<file path="src/rtl/imem_reader_pkg.sv">
// Shared definitions for the instruction-memory readback block.
package imem_reader_pkg;

  // Readback FSM state encoding.
  typedef enum logic [2:0] {
    StIdle = 3'd0,
    StRd   = 3'd1,
    StCap  = 3'd2,
    StOut  = 3'd3,
    StFin  = 3'd4
  } imem_rd_state_e;

  // Cycles from the imem_reb=0 edge until imem_rdata is valid. The FSM moves
  // straight from the read cycle to the capture cycle, so it assumes this is 1.
  localparam int unsigned ReadLatency = 1;

endpackage

</file>
<file path="src/rtl/imem_reader.sv">
// Walks an inclusive, possibly wrapping address range of an external
// instruction memory. Each word is presented on a valid/ready handshake, and a
// running XOR checksum of the accepted words is kept.
module imem_reader
  import imem_reader_pkg::*;
#(
  parameter int unsigned DATA_WIDTH = 32,
  parameter int unsigned ADDR_WIDTH = 5,
  parameter int unsigned RAM_DEPTH  = 1 << ADDR_WIDTH
) (
  input  logic                  clk,
  input  logic                  reset,
  input  logic                  start,
  input  logic [ADDR_WIDTH-1:0] first_addr,
  input  logic [ADDR_WIDTH-1:0] last_addr,
  output logic [ADDR_WIDTH-1:0] imem_addr_output,
  output logic                  imem_reb,
  input  logic [DATA_WIDTH-1:0] imem_rdata,
  output logic [DATA_WIDTH-1:0] out_data,
  output logic [ADDR_WIDTH-1:0] out_addr,
  output logic                  out_valid,
  input  logic                  out_ready,
  output logic                  busy,
  output logic                  done,
  output logic [DATA_WIDTH-1:0] checksum
);

  imem_rd_state_e        state;
  logic [ADDR_WIDTH-1:0] counter;
  logic [ADDR_WIDTH-1:0] end_addr;
  logic [ADDR_WIDTH-1:0] counter_next;

  // Address increment that wraps at RAM_DEPTH, even when the depth is not a
  // power of two.
  always_comb begin
    counter_next = counter + 1'b1;
    if (counter == ADDR_WIDTH'(RAM_DEPTH - 1)) begin
      counter_next = '0;
    end
  end

  assign busy = (state != StIdle);

  // Readback FSM. All outputs are registered. The read strobe and address are
  // set on the edge that enters StRd, so they are valid for exactly that cycle.
  always_ff @(posedge clk) begin
    if (reset) begin
      state            <= StIdle;
      counter          <= '0;
      end_addr         <= '0;
      imem_addr_output <= '0;
      imem_reb         <= 1'b1;
      out_data         <= '0;
      out_addr         <= '0;
      out_valid        <= 1'b0;
      done             <= 1'b0;
      checksum         <= '0;
    end else begin
      done     <= 1'b0;
      imem_reb <= 1'b1;
      unique case (state)
        StIdle: begin
          if (start) begin
            counter          <= first_addr;
            end_addr         <= last_addr;
            checksum         <= '0;
            imem_addr_output <= first_addr;
            imem_reb         <= 1'b0;
            state            <= StRd;
          end
        end
        StRd: begin
          state <= StCap;
        end
        StCap: begin
          out_data  <= imem_rdata;
          out_addr  <= counter;
          out_valid <= 1'b1;
          state     <= StOut;
        end
        StOut: begin
          if (out_ready) begin
            checksum  <= checksum ^ out_data;
            out_valid <= 1'b0;
            if (counter == end_addr) begin
              done  <= 1'b1;
              state <= StFin;
            end else begin
              counter          <= counter_next;
              imem_addr_output <= counter_next;
              imem_reb         <= 1'b0;
              state            <= StRd;
            end
          end
        end
        StFin: begin
          state <= StIdle;
        end
        default: begin
          state <= StIdle;
        end
      endcase
    end
  end

endmodule

</file>
<file path="config.mk">
export PLATFORM = sky130hd
export DESIGN_NAME = imem_reader
export DESIGN_NICKNAME = d
export VERILOG_FILES = /design/src/rtl/imem_reader_pkg.sv /design/src/rtl/imem_reader.sv
export SDC_FILE = /design/constraint.sdc
export NUM_CORES = 1
export LEC_CHECK = 0
export ABC_CLOCK_PERIOD_IN_PS = 2300
export BUFFER_PORTS_ARGS = -buffer_cell sky130_fd_sc_hd__buf_2
export CORE_UTILIZATION = 49
export CTS_CLUSTER_SIZE = 28
export DETAILED_ROUTE_END_ITERATION = 8
export PLACE_DENSITY = 0.79
export SLEW_MARGIN = 10
export SYNTH_ARGS = -nofsm -noshare
export SYNTH_HDL_FRONTEND = slang
export SYNTH_SLANG_ARGS = --single-unit
</file>
<file path="constraint.sdc">
create_clock -name clk -period 2.3 [get_ports clk]
set_input_delay 0.46 -clock clk [delete_from_list [all_inputs] [get_ports clk]]
set_output_delay 0.46 -clock clk [all_outputs]
set_load 0.01 [all_outputs]
</file>
; Word-level counts from Yosys, hierarchy flattened
; Index checks and enable logic that the tools add are counted.
[totals]
reg_bits = 85
input_bits = 46
out_inout_bits = 78
wordCells = 49
[classes]
n_addsub = 1
eq_ne = 8
n_mux = 18
bitwise_logic = 3
reduce_logical = 10
[ops]
columns = cell, count
row1 = $mux W32, 2
row2 = $pmux W32 S2, 1
row3 = $xor A32 B32 Y32, 1
row4 = $mux W5, 4
row5 = $pmux W3 S4, 1
row6 = $pmux W5 S2, 1
row7 = $mux W3, 3
row8 = $eq A3 B2 Y1 const B, 2
row9 = $ne A2 B2 Y1 const B, 3
row10 = $reduce_and A2 Y1, 3
row11 = $add A5 B1 Y5 const B, 1
row12 = $eq A5 B5 Y1, 1
row13 = $eq A5 B5 Y1 const B, 1
row14 = $mux W1, 4
row15 = $pmux W1 S2, 2
row16 = $reduce_and A4 Y1, 1
row17 = $reduce_bool A2 Y1, 2
row18 = $eq A3 B1 Y1 const B, 1
row19 = $logic_not A3 Y1, 1
row20 = $reduce_and A3 Y1, 1
row21 = $reduce_bool A3 Y1, 1
row22 = $reduce_or A3 Y1, 1
row23 = $not A1 Y1, 2

; Depth between registers and ports, before layout
; Gate-level depths: netlist of the first run.
[depth]
depth_word = 5
mapped_depth = 7
depth_no_buf = 7

; Worst setup path before layout of the first run
; OpenSTA, ideal clock, no wires.
[synth_path]
path_kind = register -> register
from = reg counter[0]
to = reg counter[0]
setup_ns = 0.060
arrival_time_ns = 1.823
required_ns = 2.240
setup_slack_ns = 0.417
stages_incl_launch_ff = 8
period_less_slack_ns = 1.883
cell_sequence = dfxtp_1 -> ha_1 -> and3_1 -> ha_1 -> nand4bb_1 -> a2bb2oi_1 -> a2111oi_0 -> a31o_1
[synth_between]
elab_chain_len = 5
word_cells_on_any_way = 9
[synth_rtl]
columns = item, line_no
row1 = from (decl), imem_reader.sv:29  ; logic [ADDR_WIDTH-1:0] counter;
row2 = from (signal assigned), imem_reader.sv:64  ; counter <= first_addr;
row3 = from (signal assigned), imem_reader.sv:89  ; counter <= counter_next;
row4 = $add A5 B1 Y5 / $eq A5 B5 Y1 (equally long branches), "imem_reader.sv:36, imem_reader.sv:37"
row5 = $mux W5, imem_reader.sv:37  ; if (counter == ADDR_WIDTH'(RAM_DEPTH - 1)) begin
row6 = $mux W5, imem_reader.sv:85  ; if (counter == end_addr) begin
row7 = $mux W5, imem_reader.sv:82  ; if (out_ready) begin
row8 = $pmux W5 S2, imem_reader.sv:61  ; unique case (state)
; Several ways; a longest one is shown, not always the timed one. The select of a mux whose other input is x is not followed.
; A chain may end at the register's enable or synchronous reset.

; Worst setup path in the final report of the first run
; Ends and elaborated chain as after synthesis.

==> results of run 1 <==
sequential cells by signal, summed over array words and instances (netlist names):
signal / count
state: 3
out_addr: 5
out_valid: 1
checksum: 32
imem_reb: 1
end_addr: 5
done: 1
out_data: 32
counter: 5
where the power goes:
part	leakage (nW)	switching, mW	internal [mW]
combinational	1.08	0.281	0.176
clock	0.0960	0.538	0.506
sequential	0.690	0.0639	1.54
area by class of cell:
cell class / instances / area (sq um)
clock buffer: 9 / 124
sequential: 85 / 1700
fill: 619 / 2480
timing repair buffer: 131 / 676
clock inverter: 7 / 72.6
tap: 96 / 120
multi-input combinational: 273 / 1490
inverter: 35 / 131
worst max-delay path by stage:
stage | end | slack, ns | cells past startpoint
after floorplan | counter[0]$_SDFFE_PP0P_ | 0.42 | 7
after global placement | counter[0]$_SDFFE_PP0P_ | 0.38 | 7
after detailed placement | counter[0]$_SDFFE_PP0P_ | 0.27 | 7
after CTS | counter[0]$_SDFFE_PP0P_ | 0.25 | 7
after global routing | counter[0]$_SDFFE_PP0P_ | 0.06 | 7
final | counter[0]$_SDFFE_PP0P_ | 0.22 | 7
worst reg2reg max path: cells and delay by family (launching register included):
family,cells,cell delay [ns]
flip-flops,1,0.39
AND/OR/NAND/NOR,2,0.46
adder cells (fa/ha/maj),2,0.44
AO/OA/AOI/OAI,3,0.76
synth_stat cells (2+ instances only):
| master | n |
|---|---|
| a2111oi_0 | 3 |
| a211oi_1 | 2 |
| a21oi_1 | 72 |
| a31o_1 | 3 |
| and3_1 | 2 |
| buf_2 | 10 |
| buf_6 | 2 |
| clkbuf_1 | 12 |
| dfxtp_1 | 85 |
| ha_1 | 2 |
| inv_1 | 35 |
| mux2i_1 | 7 |
| nand2_1 | 76 |
| nand2b_1 | 2 |
| nor2_1 | 11 |
| nor3_1 | 2 |
| nor3_2 | 2 |
| o21ai_0 | 34 |
| o32ai_1 | 2 |
| or3_1 | 33 |
| xor2_1 | 5 |
cells by family after synthesis:
group,count (synthesis)
AND/OR/NAND/NOR,138
multiplexers,7
flip-flops,85
XOR/XNOR,5
AO/OA/AOI/OAI,121
adder cells (fa/ha/maj),2
buffers and inverters,59
metal layers:
metal,up-vias,routed length (um),GRT usage (%)
met3,11,405,4.14
met4,0,103,7.27
met2,102,3860,38.1
li1,1636,-,-
met1,1518,3680,28.2
met5,-,0,0
==> summary.md, run 1 <==
| Metric | Value |
|---|---|
| Mapped Area | `roughly 3400 sq um` |
| Nets | `roughly 580` |
| FFs w/ async S/R, synth | `0%` |
| Hold Buf Count CTS | `0` |
| # DRC | `0` |
| Final period utilization | `about nine tenths` |
| Post-synthesis compound-gate area fraction | `around 19%` |
| Worst Hold End | `out_data[20]$_SDFFE_PP0P_` |
| CTS Buf Count | `9` |
| Pre-CTS WS | `approximately 0.27 ns` |
| Global-route wire length before repair | `between 10000 and 15000 um` |
| Register area share after synthesis | `between 40% and 50%` |
| WL final | `8050 um` |
| Gate Count Post-Synth | `between 400 and 500` |
| Multiplexer share of the synthesized area | `under 10%` |
| Synthesized area per cell | `between 8 and 9 sq um` |
| Count of pins over their slew limit | `0` |
| Xor-xnor portion of the synthesized cell area | `under 10%` |
| Worst EP required | `2.59 ns` |
| Adder-Cell Fraction of Synth Area | `less than 1%` |
| Final setup vio count | `0` |
| Antenna cells | `0` |
| Layout cells sized above 1 | `just under 30%` |
| Worst hold start | `imem_rdata[20]` |
| Max Cap Viol | `0` |
| RePlAce Congestion | `between 0.8 and 0.9` |
| Synth top area cells | `dfxtp_1 (49%), a21oi_1 (10%), nand2_1 (8.3%), or3_1 (6.0%), o21ai_0 (4.9%)` |
| Reg2Reg Launch Point | `counter[0]$_SDFFE_PP0P_` |
| Pre-antenna DRT Iters | `7` |
| CTS tree | `built` |
| Terminus of the critical flop-to-flop path | `counter[0]$_SDFFE_PP0P_` |
| Startpoint Class | `flip-flop` |
| Max FO, Critical Path | `7` |
| Post-route setup TNS | `0 ns` |
| DR vias | `between 3000 and 4000` |
| Antenna violations before repair | `0` |
| Final Core Density | `approximately 63%` |
| Power per cell area | `~700 nW/um^2` |
| Min-delay worst type | `in -> reg` |
| Slew headroom | `between 40 and 50%` |
| Postcts setup bufs | `0` |
| Status | `finished, final reports clean` |
| Worst hold slack | `between 0.3 and 0.4 ns` |
| Largest family of logic cells by synthesized area | `simple AND/OR/NAND/NOR gates` |
| Element type at the critical path end | `flip-flop` |
| Worst-case reg-to-reg path depth | `7` |
| Final WS setup | `0.215 ns` |
| Ys flop type | `dfxtp_1` |
| Post-CTS sizing | `0` |
| Number of top-level pins | `~120` |
| EDFF count, synth | `0` |
| Min Tclk post-route | `~2.1 ns` |
| Crit path cell chain | `ha_1 > and3_1 > ha_1 > nand4bb_1 > a2bb2oi_1 > a2111oi_0 > a31o_1` |
| Number of global-route vias before repair | `around 3000` |
| Worst path bufs/invs | `0` |
| Commonest non-fill, non-tap cell in the layout | `buf_2` |
| ANT nets after route | `0` |
| Syn. warnings | `0` |
| Area added between synthesis and finish | `25.4%` |
| Initial core utilization | `50.6%` |
| Setup CP Type | `reg -> reg` |
| Clk_lat worst skew | `approximately 0.35 ns` |
| Core area | `about 6800 sq um` |
| CTS Sinks | `85` |
| Wire per inst | `roughly 13 um` |
| Post-synth net total | `approximately 470` |
| Clock Skew | `around 0.015 ns` |
| Simple-gate share of the synthesized area | `around a fifth` |
| DRT iter0 DRCs | `109` |
| CTS Root Cell | `clkbuf_8` |
| Reg clk slew, reported paths | `roughly 0.090 ns` |
| FMAX | `between 400 and 500 MHz` |
| Crit path DAT | `2.38 ns` |
| Die area | `7360 sq um` |
| Via density | `5.14` |
| Placed insts | `just over 600` |
| Crit path max-delay family | `compound AO/OA/AOI/OAI gates` |
| Slowest stage delay, CP | `roughly 0.43 ns` |
| H-Tree Depth | `3` |
| Largest net degree at the start of global routing | `43` |
| Die width | `roughly 86 um` |
| Crit. Startpoint | `counter[0]$_SDFFE_PP0P_` |
| Worst Hold Depth | `3` |
| Number of port buffers | `roughly 120` |
| Slowest CP cell | `a2111oi_0` |
| Reg2reg setup slack | `0.22 ns` |
| Worst VDD drop | `430 uV` |
| Endpoints failing hold | `0` |
| Leak pwr | `1.86 nW` |
| Post-Layout Cell Count | `about 640` |
| Netlist cell types | `36` |
| DP Area | `just over 4000 sq um` |
| Most frequent CP cell | `ha_1` |
| Clock Path Buffers | `2` |
| Dominant cell type by area after synthesis | `dfxtp_1` |
| Overall Global Routing Usage | `between 20 and 25%` |
| Share of the synthesized area in the top cell type | `49.5%` |
| Total grt overflow | `0` |
| Post-synthesis register bit count | `85` |
| Final Power | `3.11 mW` |
| RSZ-0062 raised after global routing | `false` |
| Die height | `around 86 um` |
| Most frequent cells in the layout | `buf_2 (123), dfxtp_1 (85), nand2_1 (76)` |
| Post-DP HPWL | `between 5000 and 6000 um` |
| FP Rows | `30` |
| Post-route cell area | `about 4300 sq um` |
| Worst-margin pin slew | `about 0.76 ns` |
Power figures use the tool's default switching activity.
==> inputs of run 2 (changes only) <==
--- a/config.mk
+++ b/config.mk
@@ -10,6 +10,7 @@
 export CORE_UTILIZATION = 49
 export CTS_CLUSTER_SIZE = 28
 export DETAILED_ROUTE_END_ITERATION = 8
+export MAX_ROUTING_LAYER = met4
 export PLACE_DENSITY = 0.79
 export SLEW_MARGIN = 10
 export SYNTH_ARGS = -nofsm -noshare
==> run 2 against run 1 <==
Against the previous run: critical path depth unchanged; die area unchanged; worst hold slack is essentially flat; sequential share of layout area is the same; first-iteration DRC count rose by 11%; fmax up 0.76%; global-route usage rose by 0.69 points; combinational power is essentially flat; final cell count stayed put; largest power group unchanged.
==> summary.md, run 2 (synthesis gave the netlist of run 1 again) <==
| Metric | Value |
|---|---|
| Terminus of the critical flop-to-flop path | `counter[0]$_SDFFE_PP0P_ (unchanged)` |
| DR vias | `3259 (was 3267)` |
| Wire per inst | `12.6 um (was 12.7 um)` |
| Crit path cell chain | `ha_1 > and3_1 > ha_1 > nand4bb_1 > a2bb2oi_1 > a2111oi_0 > a31o_1 (unchanged)` |
| # DRC | `0 (unchanged)` |
| Startpoint Class | `flip-flop (unchanged)` |
| Hold Buf Count CTS | `0 (unchanged)` |
| RePlAce Congestion | `0.873 (was 0.859)` |
| Endpoints failing hold | `0 (unchanged)` |
| FP Rows | `30 (unchanged)` |
| Antenna violations before repair | `0 (unchanged)` |
| Power per cell area | `720 nW/um^2 (about the same)` |
| Overall Global Routing Usage | `22.9% (was 22.2%)` |
| Clock power frac | `33.7% (was 33.6%)` |
| Crit path DAT | `2.36 ns (was 2.38 ns)` |
| Commonest non-fill, non-tap cell in the layout | `buf_2 (unchanged)` |
| Max Cap Viol | `0 (unchanged)` |
| Slew headroom | `49.5% (about the same)` |
| CTS Buf Count | `9 (unchanged)` |
| Total grt overflow | `0 (unchanged)` |
| Count of pins over their slew limit | `0 (unchanged)` |
| Die width | `85.8 um (unchanged)` |
| Global-route wire length before repair | `13100 um (about the same)` |
| Number of global-route vias before repair | `2914 (was 2917)` |
| Nets | `583 (unchanged)` |
| Element type at the critical path end | `flip-flop (unchanged)` |
| Pre-antenna DRT Iters | `7 (unchanged)` |
| Largest regs | `checksum: 32 flops, out_data: 32 flops (unchanged)` |
| Initial core utilization | `50.6% (unchanged)` |
| Pint | `2.22 mW (about the same)` |
| Reg2Reg Launch Point | `counter[0]$_SDFFE_PP0P_ (unchanged)` |
| Clock Skew | `0.0134 ns (was 0.0147 ns)` |
| FMAX | `483 MHz (was 480 MHz)` |
| Slowest CP cell | `a2111oi_0 (unchanged)` |
| Largest net degree at the start of global routing | `43 (unchanged)` |
| WL final | `8030 um (was 8050 um)` |
| Worst-margin pin slew | `0.757 ns (was 0.758 ns)` |
| ANT nets after route | `0 (unchanged)` |
| Filler cells | `619 (unchanged)` |
| Placed insts | `620 (unchanged)` |
| Worst VDD drop | `430 uV (about the same)` |
| Crit. Startpoint | `counter[0]$_SDFFE_PP0P_ (unchanged)` |
| Status | `finished, final reports clean (unchanged)` |
| Die area | `7360 sq um (unchanged)` |
| Number of port buffers | `123 (unchanged)` |
| Post-DP HPWL | `5650 um (unchanged)` |
| Sequential share of power | `51.7% (about the same)` |
| Core area | `6790 sq um (unchanged)` |
| Postcts setup bufs | `0 (unchanged)` |
| Final Core Density | `63.5% (unchanged)` |
| Post-Layout Cell Count | `636 (unchanged)` |
| Sw Pwr | `0.884 mW (was 0.883 mW)` |
| Pre-CTS WS | `0.267 ns (unchanged)` |
| Worst EP required | `2.59 ns (about the same)` |
| Area added between synthesis and finish | `25.4% (unchanged)` |
| Leak pwr | `1.86 nW (unchanged)` |
| Max FO, Critical Path | `7 (unchanged)` |
| Final setup vio count | `0 (unchanged)` |
| Critical Path Sink | `counter[0]$_SDFFE_PP0P_ (unchanged)` |
| Worst-case reg-to-reg path depth | `7 (unchanged)` |
| RSZ-0062 raised after global routing | `false (unchanged)` |
| Reg2reg setup slack | `0.23 ns (was 0.22 ns)` |
| CTS tree | `built (unchanged)` |
| Min Tclk post-route | `2.07 ns (was 2.08 ns)` |
| Via density | `5.12 (was 5.14)` |
| CTS Sinks | `85 (unchanged)` |
| CTS Root Cell | `clkbuf_8 (unchanged)` |
| Logic pwr share | `14.7% (about the same)` |
| Die height | `85.8 um (unchanged)` |
| H-Tree Depth | `3 (unchanged)` |
| Slowest stage delay, CP | `0.42 ns (was 0.43 ns)` |
| Antenna cells | `0 (unchanged)` |
| Post-route setup TNS | `0 ns (unchanged)` |
| Min-delay worst type | `in -> reg (unchanged)` |
| Post-CTS sizing | `0 (unchanged)` |
| Final WS setup | `0.231 ns (was 0.215 ns)` |
| Clock Path Buffers | `2 (unchanged)` |
| Final period utilization | `90.0% (was 90.6%)` |
| Clk_lat worst skew | `0.34 ns (was 0.35 ns)` |
| Sw Share | `28.5% (was 28.4%)` |
| Most frequent cells in the layout | `buf_2 (123), dfxtp_1 (85), nand2_1 (76) (unchanged)` |
| Layout cells sized above 1 | `29.1% (unchanged)` |
| DRT iter0 DRCs | `121 (was 109)` |
| Most frequent CP cell | `ha_1 (unchanged)` |
| Reg clk slew, reported paths | `0.09 ns (about the same)` |
| Number of top-level pins | `124 (unchanged)` |
| Setup CP Type | `reg -> reg (unchanged)` |
[run 2: critical path: cells and delay by family, from the launching register on]
family	cells	cell delay (ns)
AOI/OAI and AO/OA	3	0.74
adders and majority gates	2	0.44
DFF	1	0.39
and+or+nand+nor	2	0.45
[run 2: per-layer routing]
layer | global-route usage (%) | wire length (um) | up-vias
li1 | - | - | 1638
met1 | 28.6 | 3740 | 1509
met2 | 38.1 | 3850 | 99
met3 | 3.56 | 323 | 13
met4 | 7.27 | 119 | 0
met5 | - | 0 | -
[run 2: worst min-delay path by stage]
stage / startpoint / end / slack (ns) / depth (start not counted)
2_1_floorplan: end_addr[0]$_SDFFE_PP0P_ / end_addr[0]$_SDFFE_PP0P_ / 0.48 / 2
3_3_place_gp: out_addr[4]$_SDFFE_PP0P_ / out_addr[4]$_SDFFE_PP0P_ / 0.44 / 2
3_5_place_dp: out_addr[2]$_SDFFE_PP0P_ / out_addr[2]$_SDFFE_PP0P_ / 0.44 / 2
4_1_cts: imem_rdata[21] / out_data[21]$_SDFFE_PP0P_ / 0.33 / 3
5_1_grt: imem_rdata[21] / out_data[21]$_SDFFE_PP0P_ / 0.32 / 3
6_report: imem_rdata[20] / out_data[20]$_SDFFE_PP0P_ / 0.34 / 3
[run 2: power by group through the flow]
stage	sequential (mW)	clock [mW]	combinational (mW)
global route	1.62	1.13	0.512
CTS	1.60	1.07	0.461
floorplan	1.65	0	0.276
global placement	1.63	0	0.446
detailed placement	1.64	0	0.458
finish	1.60	1.05	0.456
[run 2: area by class of cell]
type / count / area (sq um) / share of cell area [%]
clock inverters: 7 / 72.6 / 1.68
inverters: 35 / 131 / 3.05
flip-flops and latches: 85 / 1700 / 39.4
repair buffers: 131 / 676 / 15.7
multi-input cells: 273 / 1490 / 34.5
clock buffers: 9 / 124 / 2.87
well taps: 96 / 120 / 2.78
[run 2: through the flow]
| step | hold slack [ns] | instance area (sq um) | power [mW] |
|---|---|---|---|
| floorplan | 0.480 | 3440 | 1.93 |
| global placement | 0.441 | 4120 | 2.08 |
| detailed placement | 0.443 | 4120 | 2.10 |
| CTS | 0.326 | 4310 | 3.14 |
| global route | 0.323 | 4310 | 3.26 |
| finish | 0.338 | 4310 | 3.11 |
